`src/rtl/btn_debounce_array.sv`:
```
// Per-channel button conditioner: 2-flop sync, stability-window debounce,
// registered press/release strobes and hold-to-repeat strobes.
module btn_debounce_array #(
  parameter int N_BTN         = 5,
  parameter int STABLE_CYCLES = 2_000_000,
  parameter int REPEAT_DELAY  = 50_000_000,
  parameter int REPEAT_PERIOD = 10_000_000
) (
  input  logic             clk,
  input  logic             rst,
  input  logic [N_BTN-1:0] btn,
  output logic [N_BTN-1:0] level,
  output logic [N_BTN-1:0] press,
  output logic [N_BTN-1:0] release_stb,
  output logic [N_BTN-1:0] repeat_stb
);

  localparam int SW    = $clog2(STABLE_CYCLES + 1);
  localparam int R_MAX = (REPEAT_DELAY > REPEAT_PERIOD) ? REPEAT_DELAY : REPEAT_PERIOD;
  localparam int HW    = $clog2(R_MAX + 1);

  localparam logic [SW-1:0] STAB_LAST   = SW'(STABLE_CYCLES - 1);
  localparam logic [HW-1:0] DELAY_LAST  = HW'(REPEAT_DELAY - 1);
  localparam logic [HW-1:0] PERIOD_LAST = HW'(REPEAT_PERIOD - 1);

  typedef enum logic [1:0] {
    RELEASED,
    PRESSED_WAIT,
    REPEATING
  } state_t;

  logic   [N_BTN-1:0]         s1;
  logic   [N_BTN-1:0]         s2;
  logic   [N_BTN-1:0][SW-1:0] stab_cnt;
  logic   [N_BTN-1:0][SW-1:0] stab_nxt;
  logic   [N_BTN-1:0][HW-1:0] hold_cnt;
  logic   [N_BTN-1:0][HW-1:0] hold_nxt;
  state_t [N_BTN-1:0]         state;
  state_t [N_BTN-1:0]         state_nxt;
  logic   [N_BTN-1:0]         level_nxt;
  logic   [N_BTN-1:0]         press_nxt;
  logic   [N_BTN-1:0]         release_nxt;
  logic   [N_BTN-1:0]         repeat_nxt;
  logic   [N_BTN-1:0]         flip;

  always_ff @(posedge clk) begin
    if (rst) begin
      s1          <= '0;
      s2          <= '0;
      level       <= '0;
      press       <= '0;
      release_stb <= '0;
      repeat_stb  <= '0;
      stab_cnt    <= '0;
      hold_cnt    <= '0;
      for (int i = 0; i < N_BTN; i++) begin
        state[i] <= RELEASED;
      end
    end else begin
      s1          <= btn;
      s2          <= s1;
      level       <= level_nxt;
      press       <= press_nxt;
      release_stb <= release_nxt;
      repeat_stb  <= repeat_nxt;
      stab_cnt    <= stab_nxt;
      hold_cnt    <= hold_nxt;
      state       <= state_nxt;
    end
  end

  always_comb begin
    flip        = '0;
    level_nxt   = level;
    press_nxt   = '0;
    release_nxt = '0;
    repeat_nxt  = '0;
    stab_nxt    = '0;
    hold_nxt    = '0;
    state_nxt   = state;
    for (int i = 0; i < N_BTN; i++) begin
      // Any matching cycle restarts the window; the STABLE_CYCLES-th mismatch flips level.
      flip[i] = (s2[i] != level[i]) && (stab_cnt[i] == STAB_LAST);
      if (flip[i]) begin
        level_nxt[i]   = s2[i];
        press_nxt[i]   = s2[i];
        release_nxt[i] = ~s2[i];
      end else if (s2[i] != level[i]) begin
        stab_nxt[i] = stab_cnt[i] + SW'(1);
      end

      // Hold counter stays 0 outside the held states, so a press edge always restarts timing.
      case (state[i])
        RELEASED: begin
          if (press_nxt[i]) state_nxt[i] = PRESSED_WAIT;
        end
        PRESSED_WAIT: begin
          if (release_nxt[i]) begin
            state_nxt[i] = RELEASED;
          end else if (REPEAT_DELAY != 0) begin
            if (hold_cnt[i] == DELAY_LAST) begin
              repeat_nxt[i] = 1'b1;
              state_nxt[i]  = REPEATING;
            end else begin
              hold_nxt[i] = hold_cnt[i] + HW'(1);
            end
          end
        end
        REPEATING: begin
          if (release_nxt[i]) begin
            state_nxt[i] = RELEASED;
          end else if (hold_cnt[i] == PERIOD_LAST) begin
            repeat_nxt[i] = 1'b1;
          end else begin
            hold_nxt[i] = hold_cnt[i] + HW'(1);
          end
        end
        default: state_nxt[i] = RELEASED;
      endcase
    end
  end

endmodule

```
`config.mk`:
```
export PLATFORM = sky130hd
export DESIGN_NAME = btn_debounce_array
export DESIGN_NICKNAME = d
export VERILOG_FILES = /design/src/rtl/btn_debounce_array.sv
export SDC_FILE = /design/constraint.sdc
export NUM_CORES = 1
export LEC_CHECK = 0
export ABC_AREA = 1
export CAP_MARGIN = 20
export CORE_UTILIZATION = 40
export DETAILED_ROUTE_END_ITERATION = 8
export GPL_TIMING_DRIVEN = 0
export PLACE_DENSITY_LB_ADDON = 0.15
export SYNTH_ARGS = -nofsm -noshare
export SYNTH_HDL_FRONTEND = slang
export SYNTH_SLANG_ARGS = --single-unit
```
`constraint.sdc`:
```
create_clock -name clk -period 2.13 [get_ports clk]
set_input_delay 0.3195 -clock clk [delete_from_list [all_inputs] [get_ports clk]]
set_output_delay 0.3195 -clock clk [all_outputs]
set_load 0.01 [all_outputs]
```
==> impl_metrics.env <==
export IMPL_status="complete, no violations"
export IMPL_numPortBuffers=26
export IMPL_finClkSkew_ns=0.00767
export IMPL_drc=0
export IMPL_first_global_vias=11130
export IMPL_regToRegSetupSlack_ns=0.24
export IMPL_dieArea_um2=36000
export IMPL_crit_cells=1
export IMPL_cts_sinks=275
export IMPL_cts_buffer_depth=3
export IMPL_min_path_type="in -> reg"
export IMPL_syn_instance_count=1957
export IMPL_finalHoldViolations=0
export IMPL_final_period_utilization_pct=89.1
export IMPL_setup_tns_final_ns=0
export IMPL_fmax_mhz=527
export IMPL_cts_made_buffers=31
export IMPL_dr_total_vias=11827
export IMPL_core_area_um2=34600
export IMPL_crit_family="buffers and inverters"
export IMPL_grt_max_degree=15
export IMPL_cts_post_setup_buffers_inserted=0
export IMPL_synth_top_family_by_area="simple AND/OR/NAND/NOR gates"
export IMPL_crit_buf_inv=1
export IMPL_drive_gt1_share_pct=10.8
export IMPL_dp_hpwl_mm=21.9
export IMPL_synth_seq_cells=275
export IMPL_syn_area_per_cell_um2=7.20
export IMPL_synth_commonest_cells="nand2_1 (359), nor2_1 (347), dfxtp_1 (275), inv_1 (250), nand3_1 (124)"
export IMPL_grt_overflow=0
export IMPL_ys_types=49
export IMPL_drtIter0Drc=441
export IMPL_yosysSeqAreaShare_pct=39.1
export IMPL_synth_fa_ha_area_share_pct=2.40
export IMPL_synth_compound_area_share_pct=4.49
export IMPL_synth_simple_area_share_pct=38.1
export IMPL_nNetsFinal=2050
export IMPL_ir_drop_uv=694
export IMPL_r2r_start="stab_cnt[0]"
export IMPL_power_mw=10.7
export IMPL_p_leak_nw=5.41
export IMPL_rows=68
export IMPL_synthArstFlopShare_pct=0
export IMPL_yosysMostFrequentCell="nand2_1"
export IMPL_num_antenna_cells=0
export IMPL_r2r_cells=11
export IMPL_final_setup_worst_slack_ns=0.231
export IMPL_ant_nets=0
export IMPL_start_kind="flop"
export IMPL_area_growth_syn_to_layout_pct=13.3
export IMPL_clk_latency_ns=0.57
export IMPL_muxShareOfSynthArea_pct=0
export IMPL_netlist_top_cells_area="dfxtp_1 (39%), nand2_1 (9.6%), nor2_1 (9.2%), inv_1 (6.7%), xor2_1 (6.3%)"
export IMPL_synth_edf_count=0
export IMPL_synth_xor_area_share_pct=7.52
export IMPL_crit_end="level[0]"
export IMPL_rsz0062_at_grt="false"
export IMPL_io_pins=27
export IMPL_clk_pin_slew_ns=0.06
export IMPL_grt_pass1_wl_mm=50.7
export IMPL_endpoint_kind="output port"
export IMPL_initial_core_util_pct=40.7
export IMPL_routed_via_density=4.74
export IMPL_crit_fanout=4
export IMPL_gp_congestion=0.885
export IMPL_wire_per_inst_um=11.8
export IMPL_max_stage_delay_ns=0.59
export IMPL_synth_nets=1991
export IMPL_slew_violations=0
export IMPL_wirelength_mm=29.3
export IMPL_die_x_um=190
export IMPL_ys_flop_type="dfxtp_1"
export IMPL_finalSetupViolations=0
export IMPL_r2r_end="hold_cnt[14]"
export IMPL_tightest_slew_ns=0.780
export IMPL_worstSetupPathType="reg -> out"
export IMPL_yosysTopAreaCellShare_pct=39.1
export IMPL_htreeDepth=1
export IMPL_antenna_found_initial=0
export IMPL_crit_chain="clkdlybuf4s50_1"
export IMPL_slew_headroom_pct=48.0
export IMPL_yosysTopAreaCell="dfxtp_1"
export IMPL_die_h_um=190
export IMPL_synth_area_um2=14100
export IMPL_multi_input_area_um2=7410
export IMPL_grt_use_total_pct=16.6
export IMPL_cts_tree="done"
export IMPL_first_pass_iters=5
export IMPL_hold_slack_ns=0.270
export IMPL_pre_cts_slack_ns=-0.509
export IMPL_ctsRootBufferMaster="clkbuf_16"
export IMPL_ys_warn_count=0
export IMPL_crit_start="level[0]"
export IMPL_cp_required_ns=1.81
export IMPL_crit_arrival_ns=1.58
export IMPL_cap_violations=0
export IMPL_period_needed_ns=1.90
export IMPL_power_density_nw_per_um2=672
export IMPL_regArea_um2=5510
export IMPL_cp_slowest_cell="clkdlybuf4s50_1"
export IMPL_n_fill_cell=3467
-- where the power goes --
part,total (mW),switching (mW),leakage (nW),internal (mW)
Combinational,0.143,0.0965,2.67,0.0470
Sequential,5.17,0.0120,2.22,5.16
Clock,5.42,2.13,0.524,3.29
-- per-stage QoR --
step	utilization (%)	area [um^2]	std cells
after floorplan	-	14100	1957
after global placement	43.1	14900	2438
after detailed placement	43.1	14900	2438
after CTS	46.1	16000	2495
after global routing	46.1	16000	2495
final	46.1	16000	2495
-- tightest hold or removal path, cell delays in order --
cell and delay (ns):
clkdlybuf4s50_1 0.40, inv_1 0.05, nor2_1 0.03
-- layout make-up --
class	count	area share, %
plain buffers	25	1.28
repair buffers	26	1.63
multi-input cells	1397	46.4
inverters	260	6.11
well taps	455	3.57
flip-flops and latches	275	34.5
clock inverters	12	0.846
clock buffers	45	5.69
-- timing repair --
item	CTS	global route
hold buffers	0	0
setup endpoints to repair	0	22
gates resized for setup	0	3
-- flip-flops by register name (all words and copies together) (netlist names) --
| signal | flops |
|---|---|
| hold_cnt | 130 |
| stab_cnt | 105 |
| state | 10 |
| level | 5 |
| press | 5 |
| release_stb | 5 |
| repeat_stb | 5 |
| s1 | 5 |
| s2 | 5 |
-- metal layers --
layer,GRT usage [%],part of all wire [%],vias to the layer above
li1,-,-,6333
met1,21.8,48,5307
met2,28.2,46,147
met3,2.56,3.6,40
met4,4.50,2.2,0
met5,0,0,-
-- logic make-up after synthesis --
family / after synthesis
XOR/XNOR: 121
flip-flops: 275
AO/OA/AOI/OAI: 109
AND/OR/NAND/NOR: 1140
adder cells (fa/ha/maj): 27
buffers and inverters: 285
-- cell usage in the layout (no fill, tap or decap), types with 31 or more instances in the layout --
master	instances
nor2_2	53
nand4_1	54
nor3_1	80
clkbuf_16	31
dfxtp_1	275
nand3_1	124
a21oi_1	59
nand2_1	359
inv_1	250
nor2_1	347
xor2_1	101
-- worst min-delay path by stage --
stage                       from  endpoint  slack, ns  cells after the start
after floorplan            s1[0]     s2[0]       0.39                      2
after global placement     s1[3]     s2[3]       0.39                      2
after detailed placement   s1[3]     s2[3]       0.40                      2
after CTS                 btn[0]     s1[0]       0.24                      3
after global routing      btn[2]     s1[2]       0.27                      3
final                     btn[2]     s1[2]       0.27                      3
No activity file was read; power rests on OpenSTA's default activity.
